==> src/rtl/usb_pkg.sv <==
// Shared USB definitions: full-speed line-state encoding and default timing
// values for a 48 MHz clock.
package usb_pkg;

   typedef enum logic [1:0] {
      SE0 = 2'b00,
      K   = 2'b01,
      J   = 2'b10,
      SE1 = 2'b11
   } line_state_t;

   // 2.5 us of SE0 at 48 MHz qualifies as host-signalled bus reset
   localparam int unsigned T_SE0_DEFAULT  = 120;
   // Stretch of usb_reset after the line leaves SE0
   localparam int unsigned T_HOLD_DEFAULT = 16;
   // 3 ms of idle J at 48 MHz means the host has suspended the bus
   localparam int unsigned T_SUSP_DEFAULT = 144000;

   function automatic int unsigned max_u(input int unsigned a, input int unsigned b);
      return (a > b) ? a : b;
   endfunction

endpackage

==> src/rtl/usb_bus_reset_gen_if.sv <==
// Bus between the line-state synchronizer / SIE and the bus-reset generator.
// master: the reset generator; slave: the logic feeding line state and
// consuming the reset outputs.
interface usb_bus_reset_gen_if;
   import usb_pkg::*;

   line_state_t line_state;
   logic        usb_reset;
   logic        reset_det;
   logic        suspend;

   modport master (
      input  line_state,
      output usb_reset,
      output reset_det,
      output suspend
   );

   modport slave (
      output line_state,
      input  usb_reset,
      input  reset_det,
      input  suspend
   );

endinterface

==> src/rtl/usb_idle_timer.sv <==
// Saturating match counter: counts consecutive cycles with match_i high and
// raises done_o (registered) once LIMIT consecutive matches have been seen.
// clr_i or a non-matching cycle restarts the count. Built only when
// USB_SUSPEND_DETECT_EN is defined; the default build has no idle counter.
`ifdef USB_SUSPEND_DETECT_EN
module usb_idle_timer #(
   parameter int unsigned LIMIT = 1000
) (
   input  logic clk,
   input  logic reset,
   input  logic clr_i,
   input  logic match_i,
   output logic done_o
);

   localparam int unsigned W   = $clog2(LIMIT + 1);
   localparam logic [W-1:0] LIM = W'(LIMIT);

   logic [W-1:0] cnt_q, cnt_d;
   logic         done_q, done_d;

   // Next count: restart on clear or mismatch, otherwise count up and stick at LIMIT
   always_comb begin
      cnt_d = cnt_q;
      if (clr_i || !match_i) begin
         cnt_d = '0;
      end else if (cnt_q != LIM) begin
         cnt_d = cnt_q + W'(1);
      end
      done_d = (cnt_d == LIM);
   end

   // Count and done flag registers
   always_ff @(posedge clk) begin
      if (reset) begin
         cnt_q  <= '0;
         done_q <= 1'b0;
      end else begin
         cnt_q  <= cnt_d;
         done_q <= done_d;
      end
   end

   assign done_o = done_q;

endmodule
`endif

==> src/rtl/usb_bus_reset_gen.sv <==
// Device-side USB bus-reset generator. Qualifies host bus reset (SE0 held for
// T_SE0 cycles), drives a stretched active-high usb_reset for the SIE and a
// one-cycle reset_det pulse per reset episode. EOP-length SE0 is ignored.
// Optional feature macro: USB_SUSPEND_DETECT_EN builds the idle-J suspend
// detector; without it suspend is tied low.
module usb_bus_reset_gen
   import usb_pkg::*;
#(
   parameter int unsigned T_SE0  = T_SE0_DEFAULT,
   parameter int unsigned T_HOLD = T_HOLD_DEFAULT
`ifdef USB_SUSPEND_DETECT_EN
   ,
   parameter int unsigned T_SUSP = T_SUSP_DEFAULT
`endif
) (
   input  logic                clk,
   input  logic                reset,
   usb_bus_reset_gen_if.master bus
);

   localparam int unsigned       CNT_W     = $clog2(max_u(T_SE0, T_HOLD) + 1);
   localparam logic [CNT_W-1:0] CNT_MAX   = '1;
   localparam logic [CNT_W-1:0] SE0_LAST  = CNT_W'(T_SE0 - 1);
   localparam logic [CNT_W-1:0] HOLD_LAST = CNT_W'(T_HOLD - 1);

   typedef enum logic [1:0] {
      ST_IDLE,
      ST_SE0_CNT,
      ST_BUS_RST,
      ST_HOLD
   } state_t;

   state_t           state_q, state_d;
   logic [CNT_W-1:0] cnt_q, cnt_d;
   logic             usb_reset_q, usb_reset_d;
   logic             reset_det_q, reset_det_d;
   logic             is_se0;

   // SE1 is an illegal line state and is deliberately lumped with J/K
   assign is_se0 = (bus.line_state == SE0);

   function automatic logic [CNT_W-1:0] sat_inc(input logic [CNT_W-1:0] v);
      return (v == CNT_MAX) ? v : v + CNT_W'(1);
   endfunction

   // Next-state, counter and output decode for the bus-reset FSM
   always_comb begin
      // NOTE: every signal gets a default before the case so no path leaves it unassigned (no latch).
      state_d     = state_q;
      cnt_d       = cnt_q;
      reset_det_d = 1'b0;

      unique case (state_q)
         ST_IDLE: begin
            if (is_se0) begin
               state_d = ST_SE0_CNT;
               cnt_d   = CNT_W'(1);
            end
         end
         ST_SE0_CNT: begin
            if (!is_se0) begin
               // EOP or glitch: too short to be a bus reset
               state_d = ST_IDLE;
               cnt_d   = '0;
            end else if (cnt_q == SE0_LAST) begin
               state_d     = ST_BUS_RST;
               cnt_d       = '0;
               reset_det_d = 1'b1;
            end else begin
               cnt_d = sat_inc(cnt_q);
            end
         end
         ST_BUS_RST: begin
            // Host may hold SE0 arbitrarily long; wait for it to release
            if (!is_se0) begin
               state_d = ST_HOLD;
               cnt_d   = '0;
            end
         end
         ST_HOLD: begin
            // SE0 returning mid-stretch continues the same episode: no new pulse
            if (is_se0) begin
               state_d = ST_BUS_RST;
               cnt_d   = '0;
            end else if (cnt_q == HOLD_LAST) begin
               state_d = ST_IDLE;
               cnt_d   = '0;
            end else begin
               cnt_d = sat_inc(cnt_q);
            end
         end
         default: begin
            state_d = ST_IDLE;
            cnt_d   = '0;
         end
      endcase

      // usb_reset follows the registered state, so it lags qualification by one cycle
      usb_reset_d = (state_q == ST_BUS_RST) || (state_q == ST_HOLD);
   end

   // FSM state, counter and registered outputs
   always_ff @(posedge clk) begin
      // NOTE: non-blocking assignments so every register samples pre-edge values, independent of statement order.
      if (reset) begin
         state_q     <= ST_IDLE;
         cnt_q       <= '0;
         usb_reset_q <= 1'b0;
         reset_det_q <= 1'b0;
      end else begin
         state_q     <= state_d;
         cnt_q       <= cnt_d;
         usb_reset_q <= usb_reset_d;
         reset_det_q <= reset_det_d;
      end
   end

   assign bus.usb_reset = usb_reset_q;
   assign bus.reset_det = reset_det_q;

`ifdef USB_SUSPEND_DETECT_EN
   logic suspend_w;

   // Idle-J timer; held clear while the bus is in reset
   usb_idle_timer #(
      .LIMIT (T_SUSP)
   ) u_idle_timer (
      .clk     (clk),
      .reset   (reset),
      .clr_i   (usb_reset_q),
      .match_i (bus.line_state == J),
      .done_o  (suspend_w)
   );

   assign bus.suspend = suspend_w;
`else
   assign bus.suspend = 1'b0;
`endif

endmodule

==> src/flat_wrapper.sv <==
// flat-port wrapper written by rule: the top's interface ports become plain ports
module usb_bus_reset_gen_flat import usb_pkg::*;
#(
   parameter int unsigned T_SE0  = T_SE0_DEFAULT,
   parameter int unsigned T_HOLD = T_HOLD_DEFAULT

)
  (clk, reset, bus_line_state, bus_usb_reset, bus_reset_det, bus_suspend);
  usb_bus_reset_gen_if bus_i ();
  input  logic clk;
  input  logic reset;
  input wire logic [$bits(bus_i.line_state)-1:0] bus_line_state;
  output wire logic [$bits(bus_i.usb_reset)-1:0] bus_usb_reset;
  output wire logic [$bits(bus_i.reset_det)-1:0] bus_reset_det;
  output wire logic [$bits(bus_i.suspend)-1:0] bus_suspend;
  assign bus_i.line_state = bus_line_state;
  assign bus_usb_reset = bus_i.usb_reset;
  assign bus_reset_det = bus_i.reset_det;
  assign bus_suspend = bus_i.suspend;
  usb_bus_reset_gen #(.T_SE0(T_SE0), .T_HOLD(T_HOLD)) u_core (.clk(clk), .reset(reset), .bus(bus_i));
endmodule
==> config.mk <==
export PLATFORM = sky130hd
export DESIGN_NAME = usb_bus_reset_gen_flat
export DESIGN_NICKNAME = d
export VERILOG_FILES = /design/src/rtl/usb_pkg.sv /design/src/rtl/usb_bus_reset_gen_if.sv /design/src/rtl/usb_idle_timer.sv /design/src/rtl/usb_bus_reset_gen.sv /design/src/flat_wrapper.sv
export SDC_FILE = /design/constraint.sdc
export NUM_CORES = 1
export LEC_CHECK = 0
export CAP_MARGIN = 20
export CELL_PAD_IN_SITES_DETAIL_PLACEMENT = 0
export CELL_PAD_IN_SITES_GLOBAL_PLACEMENT = 1
export CORE_MARGIN = 4
export CORE_UTILIZATION = 33
export CTS_CLUSTER_SIZE = 24
export DETAILED_ROUTE_END_ITERATION = 8
export PLACE_DENSITY_LB_ADDON = 0.1
export SLEW_MARGIN = 15
export SYNTH_ARGS = -nofsm -noshare
export SYNTH_HDL_FRONTEND = slang
export SYNTH_SLANG_ARGS = --single-unit
==> constraint.sdc <==
create_clock -name clk -period 2.85 [get_ports clk]
set_input_delay 0.855 -clock clk [delete_from_list [all_inputs] [get_ports clk]]
set_output_delay 0.855 -clock clk [all_outputs]
set_load 0.005 [all_outputs]
==> results.txt, run 1 <==
Crit path DAT = 2500 ps
Finished Core Util = 41.53%
Clock Skew = 3.596 ps
CTS HTree Levels = 1
Total GRT Usage = 11.24%
Synth warn = 0
Max-Cap Viols = 0
Synthesized Nets = 80
Leakage = 0.2379 nW
Vias = 556
Worst setup SP type = input pin
R2R Setup Slk = 1140 ps
CTS sink cnt = 11
Fmax = 0.4279 GHz
Die area = 0.002773 mm2
Hold WS = 507.8 ps
Final Setup Violations = 0
Synth top area share = 33.46%
I/O Pins = 7
CTS Buf Count = 3
Status = finished, final reports clean
Top cells by area, synth = dfxtp_1, nor2_1, xnor2_1
Place WS = 252.6 ps
Placed Cells = 102
Unique masters post-synth = 37
Power, Total = 319.5 uW
Fin. Hold Viols = 0
CTS tree = yes
Final period demand of the worst path = 2337 ps
Largest area contributor in the netlist = dfxtp_1
Initial drt markers = 10
GRT overflow = 0
Chip width = 52.66 um
Ant. Diodes = 0
# hold bufs at CTS = 0
CTS root buffer = clkbuf_4
Nets = 87
Maximum VDD drop = 0.3449 mV
Vias/cell = 5.245
WL per Instance = 11.90 um
Initial Util = 36.53%
Kind of end point of the critical path = flip-flop
Post-synthesis sequential area ratio = 33.46%
Yosys reg bits = 11
Layout cells sized above 1 = 16.05%
Number of gates given a new drive strength after cts = 0
DRC viols = 0
Die Y-Extent = 52.66 um
Clock Path Buffers = 2
Crit-path cells = clkdlybuf4s50_1 -> o21a_2 -> o41ai_2 -> a21boi_1 -> nand2b_4 -> mux2_4
Postcts setup bufs = 0
Slowest Stage Delay on Critical Path = 550 ps
Post-route ant nets = 0
Worst-path fanout max = 5
RSZ-0062 raised after global routing = false
Pin count of the biggest net entering global routing = 13
Delay-heaviest family, CP = compound AO/OA/AOI/OAI gates
Worst path bufs/invs = 1
Post-DP HPWL = 935.3 um
Setup WS post-layout = 513.0 ps
Max Slew Vio Count = 0
Routability cong. = 0.7537
Gate Count Post-Synth = 75
First-pass GRT wire length = 2.228 mm
Final Routed Wirelength = 1.261 mm
Post-DP Area = 721.9 um2
Mapped Area = 658.1 um2
Filler cells = 192
Setup CP Type = in -> reg
Area growth from synthesis to layout = 13.69%
Fin Setup TNS = 0 ps
Fin crit share = 82.00%
Cell Pwr Density = 427.1 mW/mm2
Hold Path Class = reg -> reg
Clk slew on worst S/H paths = 70 ps
Worst EP required = 3020 ps
Pre-antenna DRT Iters = 4
Number of global-route vias before repair = 513
Skew-Pair Late Insertion Delay = 270 ps
Initial antenna violation count = 0
Core box area = 0.001802 mm2
Worst path slowest cell = clkdlybuf4s50_1
FP Rows = 15
Post-route insts no fill = 106
Syn_area_per_cell = 8.775 um2
# port buffers = 5
Post-Layout Inst Area = 748.2 um2
==> kinds of logic after synthesis <==
| family | after synthesis | share of synthesized area (%) |
|---|---|---|
| xor gates and xnor gates | 4 | 5.323 |
| DFF | 11 | 33.46 |
| muxes | 1 | 2.281 |
| buffers and inverters | 3 | 2.662 |
| and+or+nand+nor | 35 | 33.65 |
| other | 1 | 0.5698 |
| adders and majority gates | 1 | 1.901 |
| AOI/OAI and AO/OA | 19 | 20.16 |
==> synth_stat cells <==
cell and n:
nor3b_1 1, a41oi_1 1, o21ai_0 5, o21bai_1 1, a21boi_1 1, nor3_1 5, xnor2_1 4, a21oi_1 4
o31ai_1 1, buf_2 2, buf_4 1, a21o_1 1, o41ai_2 1, nor2b_1 1, dfxtp_1 11, o311a_1 1
conb_1 1, nand2_1 3, and4b_1 1, nand4b_1 1, o21a_2 1, nand2b_1 1, nor2_1 10, and3_1 1
nor4b_2 1, and3b_1 1, a31oi_1 1, nand3_1 1, nand2b_4 1, nand3_2 2, or2_2 1, a211oi_1 1
nor3_2 2, ha_1 1, mux2_4 1, nand3b_1 1, or3_1 1
==> final cells by class <==
type,instances,area [um2],area share [%]
Tap cell,25,31.28,4.181
Multi-Input combinational cell,61,420.4,56.19
Clock buffer,4,26.28,3.512
Sequential cell,11,220.2,29.43
Timing Repair Buffer,5,50.05,6.689
==> where the power goes <==
| group | switching [mW] | internal, mW | leakage, nW | total, mW |
|---|---|---|---|---|
| logic | 0.0229 | 0.0208 | 0.134 | 0.0436 |
| registers | 0.00807 | 0.158 | 0.0891 | 0.166 |
| clock network | 0.0554 | 0.0543 | 0.0150 | 0.110 |
==> path summary, 6_finish.rpt <==
check | from | endpoint | depth (start not counted)
worst max-delay path | bus_line_state[1] | flip-flop | 6
worst min-delay path | u_core.cnt_q[1]$_SDFFE_PP0P_ | u_core.cnt_q[1]$_SDFFE_PP0P_ | 2
worst max register to register | u_core.cnt_q[0]$_SDFFE_PP0P_ | flip-flop | 6
worst min register to register | u_core.cnt_q[1]$_SDFFE_PP0P_ | u_core.cnt_q[1]$_SDFFE_PP0P_ | 2
==> tightest hold or removal path: stages (launching register included) <==
cell and delay (ps):
dfxtp_1 320, o21ai_0 80, a21oi_1 60
==> state kept, by name, indices dropped and copies added, names as in the netlist, named ones only <==
signal                flops
u_core.bus.usb_reset      1
u_core.cnt_q              7
u_core.bus.reset_det      1
u_core.state_q            1
==> cell usage in the layout, fill, tap and decap left out, types with 2 or more instances in the layout <==
cell type and count:
dfxtp_1 11, nor2_1 10, o21ai_0 5, nor3_1 5
clkdlybuf4s50_1 5, a21oi_1 4, xnor2_1 4, nand2_1 3
clkbuf_4 3, nand3_2 2, nor3_2 2
==> per-layer routing <==
metal / share of wire (%) / routed length (um) / global-route usage [%]
met1: 52 / 655 / 14.29
met2: 41 / 522 / 15.91
met3: 3.8 / 48 / 2.564
met4: 2.7 / 34 / 8.936
met5: 0 / 0 / 0
(Power assumes the default switching activity.)
==> run 2, diff against run 1 <==
Clock period 2.85 ns to 2.2 ns, I/O delays scaled along.
==> run 2 against run 1 <==
Total power rose by 30%. Setup slack got worse by 290 ps. Non-clock buffer count rose by 5. Wire length rose by 5.9%. Hold slack got worse by 2.3 ps. Combinational power rose by 46%. Clock skew fell by 3.3 ps. Cell count rose by 4.7%. Critical path type unchanged. Highest routed layer unchanged.
==> results.txt, run 2 (synthesized netlist as in run 1, its figures left out) <==
Finished Core Util = 43.61% (was 41.53%)
Clock Skew = 0.2965 ps (was 3.596 ps)
DRC viols = 0 (unchanged)
Number of global-route vias before repair = 476 (was 513)
Post-route ant nets = 0 (unchanged)
Filler cells = 188 (was 192)
Share of power burned in registers = 51.5% (was 52.0%)
Comb pwr share = 15.2% (was 13.7%)
Nets = 92 (was 87)
Power, Total = 417.0 uW (was 319.5 uW)
Final Setup Violations = 0 (unchanged)
Slowest Stage Delay on Critical Path = 460 ps (was 550 ps)
Die Y-Extent = 52.66 um (unchanged)
Fin. Hold Viols = 0 (unchanged)
Worst-path fanout max = 6 (was 5)
Initial antenna violation count = 0 (unchanged)
Initial Util = 36.53% (unchanged)
Most frequent cells in the layout = dfxtp_1, nor2_1 (was dfxtp_1, nor2_1, o21ai_0, nor3_1, clkdlybuf4s50_1)
I/O Pins = 7 (unchanged)
Hold Path Class = reg -> reg (unchanged)
Reg with most FFs = u_core.cnt_q (unchanged)
Place WS = -53.29 ps (was 252.6 ps)
# hold bufs at CTS = 0 (unchanged)
Max reg flops = 7 (unchanged)
Setup CP Type = in -> reg (unchanged)
Maximum VDD drop = 0.3745 mV (was 0.3449 mV)
Max-Cap Viols = 0 (unchanged)
Post-DP HPWL = 994.5 um (was 935.3 um)
Crit-path most repeated cell = nor3_2
Status = finished, final reports clean (unchanged)
Clk slew on worst S/H paths = 70 ps (about the same)
Clock share of power = 33.3% (was 34.3%)
Fmax = 0.5059 GHz
Die area = 0.002773 mm2 (unchanged)
CTS root buffer = clkbuf_4 (unchanged)
Worst path slowest cell = clkdlybuf4s50_1 (unchanged)
Final Routed Wirelength = 1.336 mm (was 1.261 mm)
FP Rows = 15 (unchanged)
WL per Instance = 12.04 um (was 11.90 um)
CTS HTree Levels = 1 (unchanged)
# port buffers = 5 (unchanged)
Fin Setup TNS = 0 ps (unchanged)
Clock Path Buffers = 2 (unchanged)
First-pass GRT wire length = 2.173 mm (was 2.228 mm)
Vias = 566 (was 556)
Crit-path cells = clkdlybuf4s50_1 -> nor3_2 -> nor3_2 -> buf_4 -> nor4b_2 -> nand4b_1 -> a31oi_1 (was clkdlybuf4s50_1 -> o21a_2 -> o41ai_2 -> a21boi_1 -> nand2b_4 -> mux2_4)
Leakage = 0.2630 nW (was 0.2379 nW)
Worst EP required = 2400 ps (was 3020 ps)
Power Internal = 308.3 uW (was 233.2 uW)
GRT overflow = 0 (unchanged)
Pin count of the biggest net entering global routing = 13 (unchanged)
Number of gates given a new drive strength after cts = 0 (unchanged)
Most common cell after layout, fill and taps aside = dfxtp_1 (unchanged)
CTS tree = yes (unchanged)
Routability cong. = 0.7656 (was 0.7537)
Ant. Diodes = 0 (unchanged)
Fin crit share = 89.85%
Kind of end point of the critical path = flip-flop (unchanged)
Chip width = 52.66 um (unchanged)
CTS Buf Count = 3 (unchanged)
Sw Ratio = 26.07% (was 27.01%)
Core box area = 0.001802 mm2 (unchanged)
Cell Pwr Density = 530.7 mW/mm2 (was 427.1 mW/mm2)
RSZ-0062 raised after global routing = false (unchanged)
Layout cells sized above 1 = 20.93% (was 16.05%)
Setup WS post-layout = 223.3 ps (was 513.0 ps)
Skew-Pair Late Insertion Delay = 270 ps (about the same)
Vias/cell = 5.099 (was 5.245)
Postcts setup bufs = 0 (unchanged)
Max Slew Vio Count = 0 (unchanged)
Worst setup SP type = input pin (unchanged)
Initial drt markers = 14 (was 10)
Hold WS = 505.5 ps (was 507.8 ps)
Seq. cell area = 220.2 um2 (unchanged)
Final period demand of the worst path = 1977 ps
Net switching power = 108.7 uW (was 86.32 uW)
Total GRT Usage = 11.12% (was 11.24%)
Pre-antenna DRT Iters = 4 (unchanged)
Area growth from synthesis to layout = 19.39% (was 13.69%)
Multi-input gate area = 420.4 um2 (unchanged)
Crit path DAT = 2180 ps (was 2500 ps)
CTS sink cnt = 11 (unchanged)
[run 2: per-layer routing]
layer	GRT usage, %	up-vias	share of wire [%]
li1	-	294	-
met1	14.97	264	52
met2	14.67	4	43
met3	3.419	4	2.2
met4	7.660	0	1.9
met5	0	-	0
[run 2: power by group through the flow]
stage / registers, mW / clock network, mW / logic (mW)
floorplan: 0.214 / 0 / 0.0453
global placement: 0.220 / 0 / 0.0639
detailed placement: 0.220 / 0 / 0.0635
CTS: 0.215 / 0.147 / 0.0637
global route: 0.216 / 0.159 / 0.0708
finish: 0.215 / 0.139 / 0.0636
[run 2: per-stage QoR]
| stage | area [um2] | std cells |
|---|---|---|
| floorplan | 658.1 | 75 |
| global placement | 759.5 | 107 |
| detailed placement | 759.5 | 107 |
| CTS | 785.8 | 111 |
| global route | 785.8 | 111 |
| finish | 785.8 | 111 |
[run 2: final timing paths]
| kind | startpoint | end | slack, ps | depth (start not counted) |
|---|---|---|---|---|
| max reg2reg | u_core.cnt_q[0]$_SDFFE_PP0P_ | u_core.cnt_q[2]$_SDFFE_PP0P_ | 530 | 6 |
| max | bus_line_state[1] | u_core.cnt_q[5]$_SDFFE_PP0P_ | 220 | 7 |
| min | u_core.cnt_q[1]$_SDFFE_PP0P_ | u_core.cnt_q[1]$_SDFFE_PP0P_ | 510 | 2 |
| min reg2reg | u_core.cnt_q[1]$_SDFFE_PP0P_ | u_core.cnt_q[1]$_SDFFE_PP0P_ | 510 | 2 |
[run 2: worst max-delay path, delay by kind of cell]
kind	cells	cell delay, ps
buffers and inverters	2	630
and+or+nand+nor	4	740
AOI/OAI and AO/OA	1	160
[run 2: cell type report]
type	count	area share, %
multi-input cells	61	53.50
flip-flops and latches	11	28.03
repair buffers	10	11.15
well taps	25	3.981
clock buffers	4	3.344
==> edit 1: new RTL, flow settings as in run 1 <==
The option `USB_SUSPEND_DETECT_EN` is turned on by a define.
--- a/src/rtl/usb_idle_timer.sv
+++ b/src/rtl/usb_idle_timer.sv
@@ -2,6 +2,8 @@
 // raises done_o (registered) once LIMIT consecutive matches have been seen.
 // clr_i or a non-matching cycle restarts the count. Built only when
 // USB_SUSPEND_DETECT_EN is defined; the default build has no idle counter.
+`define USB_SUSPEND_DETECT_EN
+
 `ifdef USB_SUSPEND_DETECT_EN
 module usb_idle_timer #(
    parameter int unsigned LIMIT = 1000
Check against the original RTL: same outputs for any inputs over 10 cycles, from zero or initial values and one cycle with reset high; that may be too few to reach the edited logic, so the function may still have changed.
==> edit 1 against run 1 <==
- critical path depth stayed put
- global-route usage is 2.3 points higher
- via count grew to 2.8 times the old value
- total power grew to 2.6 times the old value
- clock power grew to 3.0 times the old value
- routed wire length grew to 3.2 times the old value
- register-to-register slack worse by 550 ps
- synthesized cell count grew to 2.9 times the old value
- highest routed layer unchanged
- sequential cell count is 19 higher
- setup slack worse by 59 ps
- area after synthesis grew to 2.6 times the old value
- critical path type unchanged
- design area grew to 2.6 times the old value
- clock skew is 0.65 ps higher
==> edit 1: results (changes against run 1) <==
| Metric | Value |
|---|---|
| Root Driver | clkbuf_8 |
| N_diodes | 0 (unchanged) |
| Vias per cell | 5.366 (+2.3%) |
| Routability cong. | 0.8086 (+7.3%) |
| Synth top cells by count | dfxtp_1, nor2_1, nand3_1 |
| DPL Wire Length | 2950 µm (+220%) |
| YS warnings | 0 (unchanged) |
| Inserted Clock Buffers | 5 (+2) |
| Number of I/O port buffers | 6 (+1) |
| Post-synthesis mux area share | 1.224% (-1.1 points) |
| Setup Fix Bufs, Post-CTS | 0 (unchanged) |
| Clock buffer depth | 2 (unchanged) |
| Post-CTS sizing | 0 (unchanged) |
| Drt total wl | 4033 µm (+220%) |
| Worst slew pin tran | roughly 530 ps |
| Tot GR Track Use | 13.49% (+2.3 points) |
| Leakage | 0.5788 nW (+140%) |
| Area contributors post-synth | dfxtp_1, nor2_1, xor2_1, xnor2_1, nand3_1 |
| Grt ovf | 0 (unchanged) |
| Fillers | 557 (+190%) |
| Final net count | 228 (+160%) |
| Syn_nets | 224 (+180%) |
| Post-Synth Adder-Cell Area | 2.736% (+0.83 points) |
| Layout cells sized above 1 | 6.818% (-9.2 points) |
| Vias in the first global route | 1,374 (+170%) |
| Xor and xnor fraction of the mapped netlist area | 9.575% (+4.3 points) |
| Drt first pass iters | 4 (unchanged) |
| H-tree Lvls | 2 (+1) |
| Clock Skews | 4.250 ps (+0.6536 ps) |
| Synth Area in Compound Gates | 14.76% (-5.4 points) |
| Peak supply drop | 0.0001993 V (-42%) |
| Starting DRT DRC Count | 77 (+67) |
| Sw frac | 22.80% (-4.2 points) |
| Antenna violations before repair | 0 (unchanged) |
| Worst skew pair latency | 270 ps (about the same) |
| Worst-path clk slew | 60 ps |
| Largest net degree at the start of global routing | 18 (+5) |
| Worst Hold Class | reg -> reg |
| Crit path DAT | 2580 ps (+80 ps) |
| Post-synth ARST share | 0% (unchanged) |
| Registers with the most flip-flops | u_core.u_idle_timer.cnt_q (18), u_core.cnt_q (7) |
| Status | complete, no violations |
| Sequential fraction of the synthesis area | 34.56% (+1.1 points) |
| Max FO, Critical Path | 5 (unchanged) |
| First-pass GRT wire length | 6789 µm (+200%) |
| Top FF cell, synth | dfxtp_1 |
| Synth unique cells | 44 (+19%) |
edit 1: cell count changes in the layout (fill, tap and decap cells not counted), sizes merged, moves of 5 or more:
cell | run 1 | this run
a21oi | 4 | 11
buf | 0 | 5
dfxtp | 11 | 30
inv | 0 | 9
nand2 | 3 | 12
nand3 | 3 | 14
nand4 | 0 | 10
nor2 | 10 | 24
nor3 | 7 | 12
xnor2 | 4 | 9
xor2 | 0 | 10
edit 1: cell type report:
cell class              count  area (µm²)  area share [%]
multi-input cells         164        1041           53.57
inverters                   9       33.78           1.739
clock buffers               6       82.58           4.250
well taps                  70       87.58           4.507
flip-flops and latches     30       600.6           30.91
repair buffers             11       97.59           5.023
edit 1: final timing paths:
check             depth (start not counted)                         end  slack (ps)                         start
setup / recovery                          6             u_core.cnt_q[5]         450             bus_line_state[1]
hold / removal                            2             u_core.cnt_q[1]         480               u_core.cnt_q[1]
setup reg to reg                          6  u_core.u_idle_timer.done_o         590  u_core.u_idle_timer.cnt_q[0]
hold reg to reg                           2             u_core.cnt_q[1]         480               u_core.cnt_q[1]
edit 1: kinds of logic after synthesis:
logic type | Yosys count
adders and majority gates | 4
buffers and inverters | 23
xor gates and xnor gates | 19
muxes | 2
and+or+nand+nor | 100
AOI/OAI and AO/OA | 39
DFF | 30
edit 1: power by group through the flow:
stage               registers [mW]  logic, mW  clock network, mW
floorplan                    0.437     0.0353                  0
global placement             0.441     0.0525                  0
detailed placement           0.441     0.0522                  0
CTS                          0.431     0.0524              0.347
global route                 0.432     0.0587              0.365
finish                       0.432     0.0523              0.335
edit 1: critical path: stages:
cell             delay (ps)
clkdlybuf4s50_1         450
nor3_1                  460
o31a_1                  270
o21a_1                  220
nand2b_1                 70
a311oi_1                250
edit 1: per-layer routing:
metal,vias up,share of wire (%),GRT usage [%]
met1,724,54,20.15
li1,788,-,-
met4,0,0.99,4.561
met5,-,0,0
met3,5,5.5,3.587
met2,39,40,18.21
edit 1: stage by stage:
stage | cell area [µm²] | setup slack (ps) | cells | hold WS [ps] | power, mW
final | 1943 | 453.6 | 290 | 484.7 | 0.8188
after global routing | 1943 | 242.8 | 290 | 513.7 | 0.8551
after CTS | 1943 | 465.1 | 290 | 481.3 | 0.8306
after detailed placement | 1861 | 180.7 | 284 | 472.1 | 0.4927
after global placement | 1861 | 197.4 | 284 | 466.3 | 0.4932
after floorplan | 1738 | 644.1 | 217 | 453.3 | 0.4727
==> edit 2: new RTL, settings of run 1 <==
Without the edit above. Re-encode `state_t` (4 states) as Gray code, 2 bits wide.
--- a/src/rtl/usb_bus_reset_gen.sv
+++ b/src/rtl/usb_bus_reset_gen.sv
@@ -24,10 +24,10 @@
    localparam logic [CNT_W-1:0] HOLD_LAST = CNT_W'(T_HOLD - 1);
 
    typedef enum logic [1:0] {
-      ST_IDLE,
-      ST_SE0_CNT,
-      ST_BUS_RST,
-      ST_HOLD
+      ST_IDLE    = 2'b00,
+      ST_SE0_CNT = 2'b01,
+      ST_BUS_RST = 2'b11,
+      ST_HOLD    = 2'b10
    } state_t;
 
    state_t           state_q, state_d;
Check against the original RTL: same outputs for any inputs over 10 cycles, from zero or initial values and one cycle with reset high; not proved beyond that.
==> edit 2 against run 1 <==
- sequential cell count unchanged
- critical path type unchanged
- total power rose by 15%
- global-route usage up 0.40 points
- design area up 15%
- sequential share of layout area decreased by 3.8 points
- routed wire length rose by 37%
- via count is 25% higher
- combinational power is 91% higher
- non-clock buffer count increased by 2
- synthesized cell count grew 16%
- first-iteration DRC count rose by 100%
- area after synthesis is 16% higher
- setup slack got worse by 82 ps
==> edit 2: results (changes against run 1) <==
| Metric | Value |
|---|---|
| Status | complete, no violations |
| FF-to-FF path depth | 5 (-1) |
| Drt total wl | 1730 µm (+37%) |
| Layout cells sized above 1 | 18.95% (+2.9 points) |
| Cell Area, Placed | 832.0 µm² (+15%) |
| Slowest Stage Delay on Critical Path | 580 ps (+30 ps) |
| Fillers | 237 (+23%) |
| Crit path DAT | 2550 ps (+50 ps) |
| Largest net degree at the start of global routing | 14 (+1) |
| Synth top cells by count | dfxtp_1, a21oi_1, ha_1, inv_1, nand3_1 |
| Final net count | 106 (+22%) |
| Worst Hold Class | reg -> reg |
| FF-to-FF setup slack | 940 ps (-200 ps) |
| Post-CTS sizing | 0 (unchanged) |
| Worst-path clk slew | 80 ps |
| Max stage delay cell, worst path | a211oi_1 |
| Sequential fraction of the synthesis area | 28.90% (-4.6 points) |
| Leakage | 0.3080 nW (+29%) |
| Area contributors post-synth | dfxtp_1, ha_1, a21oi_1, a2111oi_2, o31ai_1 |
| Syn_nets | 97 (+21%) |
| Clock Skews | 4.136 ps (+0.5397 ps) |
| Yosys top cell area share | 28.90% (-4.6 points) |
| Internal Pwr Total | 248.2 µW (+6.4%) |
| Number of I/O port buffers | 5 (unchanged) |
| DPL Wire Length | 1296 µm (+39%) |
| Routability cong. | 0.7604 (+0.89%) |
| Peak supply drop | 0.0002187 V (-37%) |
| Starting DRT DRC Count | 20 (+10) |
| Vias in the first global route | 677 (+32%) |
| Registers with the most flip-flops | u_core.cnt_q (7), u_core.state_q (2) |
| WHS | 528.8 ps (+21.09 ps) |
| Max FO, Critical Path | 13 (+8) |
| Tot GR Track Use | 11.64% (+0.40 points) |
| Placement Setup Slack | 144.1 ps (-108.5 ps) |
## edit 2: changes by cell type after synthesis, sizes merged, moves of 4 or more
cell / before / now
nor2: 10 / 4
a21oi: 4 / 10
ha: 1 / 6
inv: 0 / 6
xnor2: 4 / 0
## edit 2: area by class of cell
type                       count  area (µm²)  share of cell area (%)
multi-input combinational     67       489.2                   56.91
sequential                    11       220.2                   25.62
timing repair buffer           7       65.06                   7.569
tap                           28       35.03                   4.076
clock buffer                   3       22.52                   2.620
inverter                       6       22.52                   2.620
clock inverter                 1       5.005                  0.5822
## edit 2: worst max path at each step
stage	depth (start not counted)	to	slack, ps
CTS	5	u_core.cnt_q[5]	430
global placement	5	u_core.cnt_q[1]	170
finish	5	u_core.cnt_q[5]	430
floorplan	4	u_core.cnt_q[3]	840
detailed placement	5	u_core.cnt_q[2]	140
global route	5	u_core.cnt_q[4]	290
## edit 2: cell families after synthesis
kind of cell	count (synthesis)	synth area share, %
other	1	0.4921
multiplexers	2	3.284
AND/OR/NAND/NOR	30	23.81
adder cells (fa/ha/maj)	6	9.852
buffers and inverters	9	6.896
flip-flops	11	28.90
AO/OA/AOI/OAI	28	26.77
## edit 2: stage by stage
stage | power (mW) | std cells
global placement | 0.2550 | 119
CTS | 0.3693 | 123
finish | 0.3661 | 123
floorplan | 0.2331 | 87
global route | 0.3913 | 123
detailed placement | 0.2548 | 119
## edit 2: routing by layer
layer | GRT usage [%] | share of wire, %
met4 | 5.085 | 1.2
met1 | 16.02 | 48
met3 | 3.712 | 6.2
met2 | 16.36 | 45
met5 | 0 | 0
## edit 2: power by group through the flow
stage                     combinational, mW  sequential (mW)  clock [mW]
final                                0.0834            0.169       0.114
after global routing                 0.0934            0.171       0.127
after CTS                            0.0828            0.169       0.118
after detailed placement             0.0824            0.172           0
after global placement               0.0828            0.172           0
after floorplan                      0.0630            0.170           0
## edit 2: worst min-delay path, stage by stage (launching register included)
cell     delay, ps
dfxtp_1        350
o21ai_0         80
a21oi_1         60
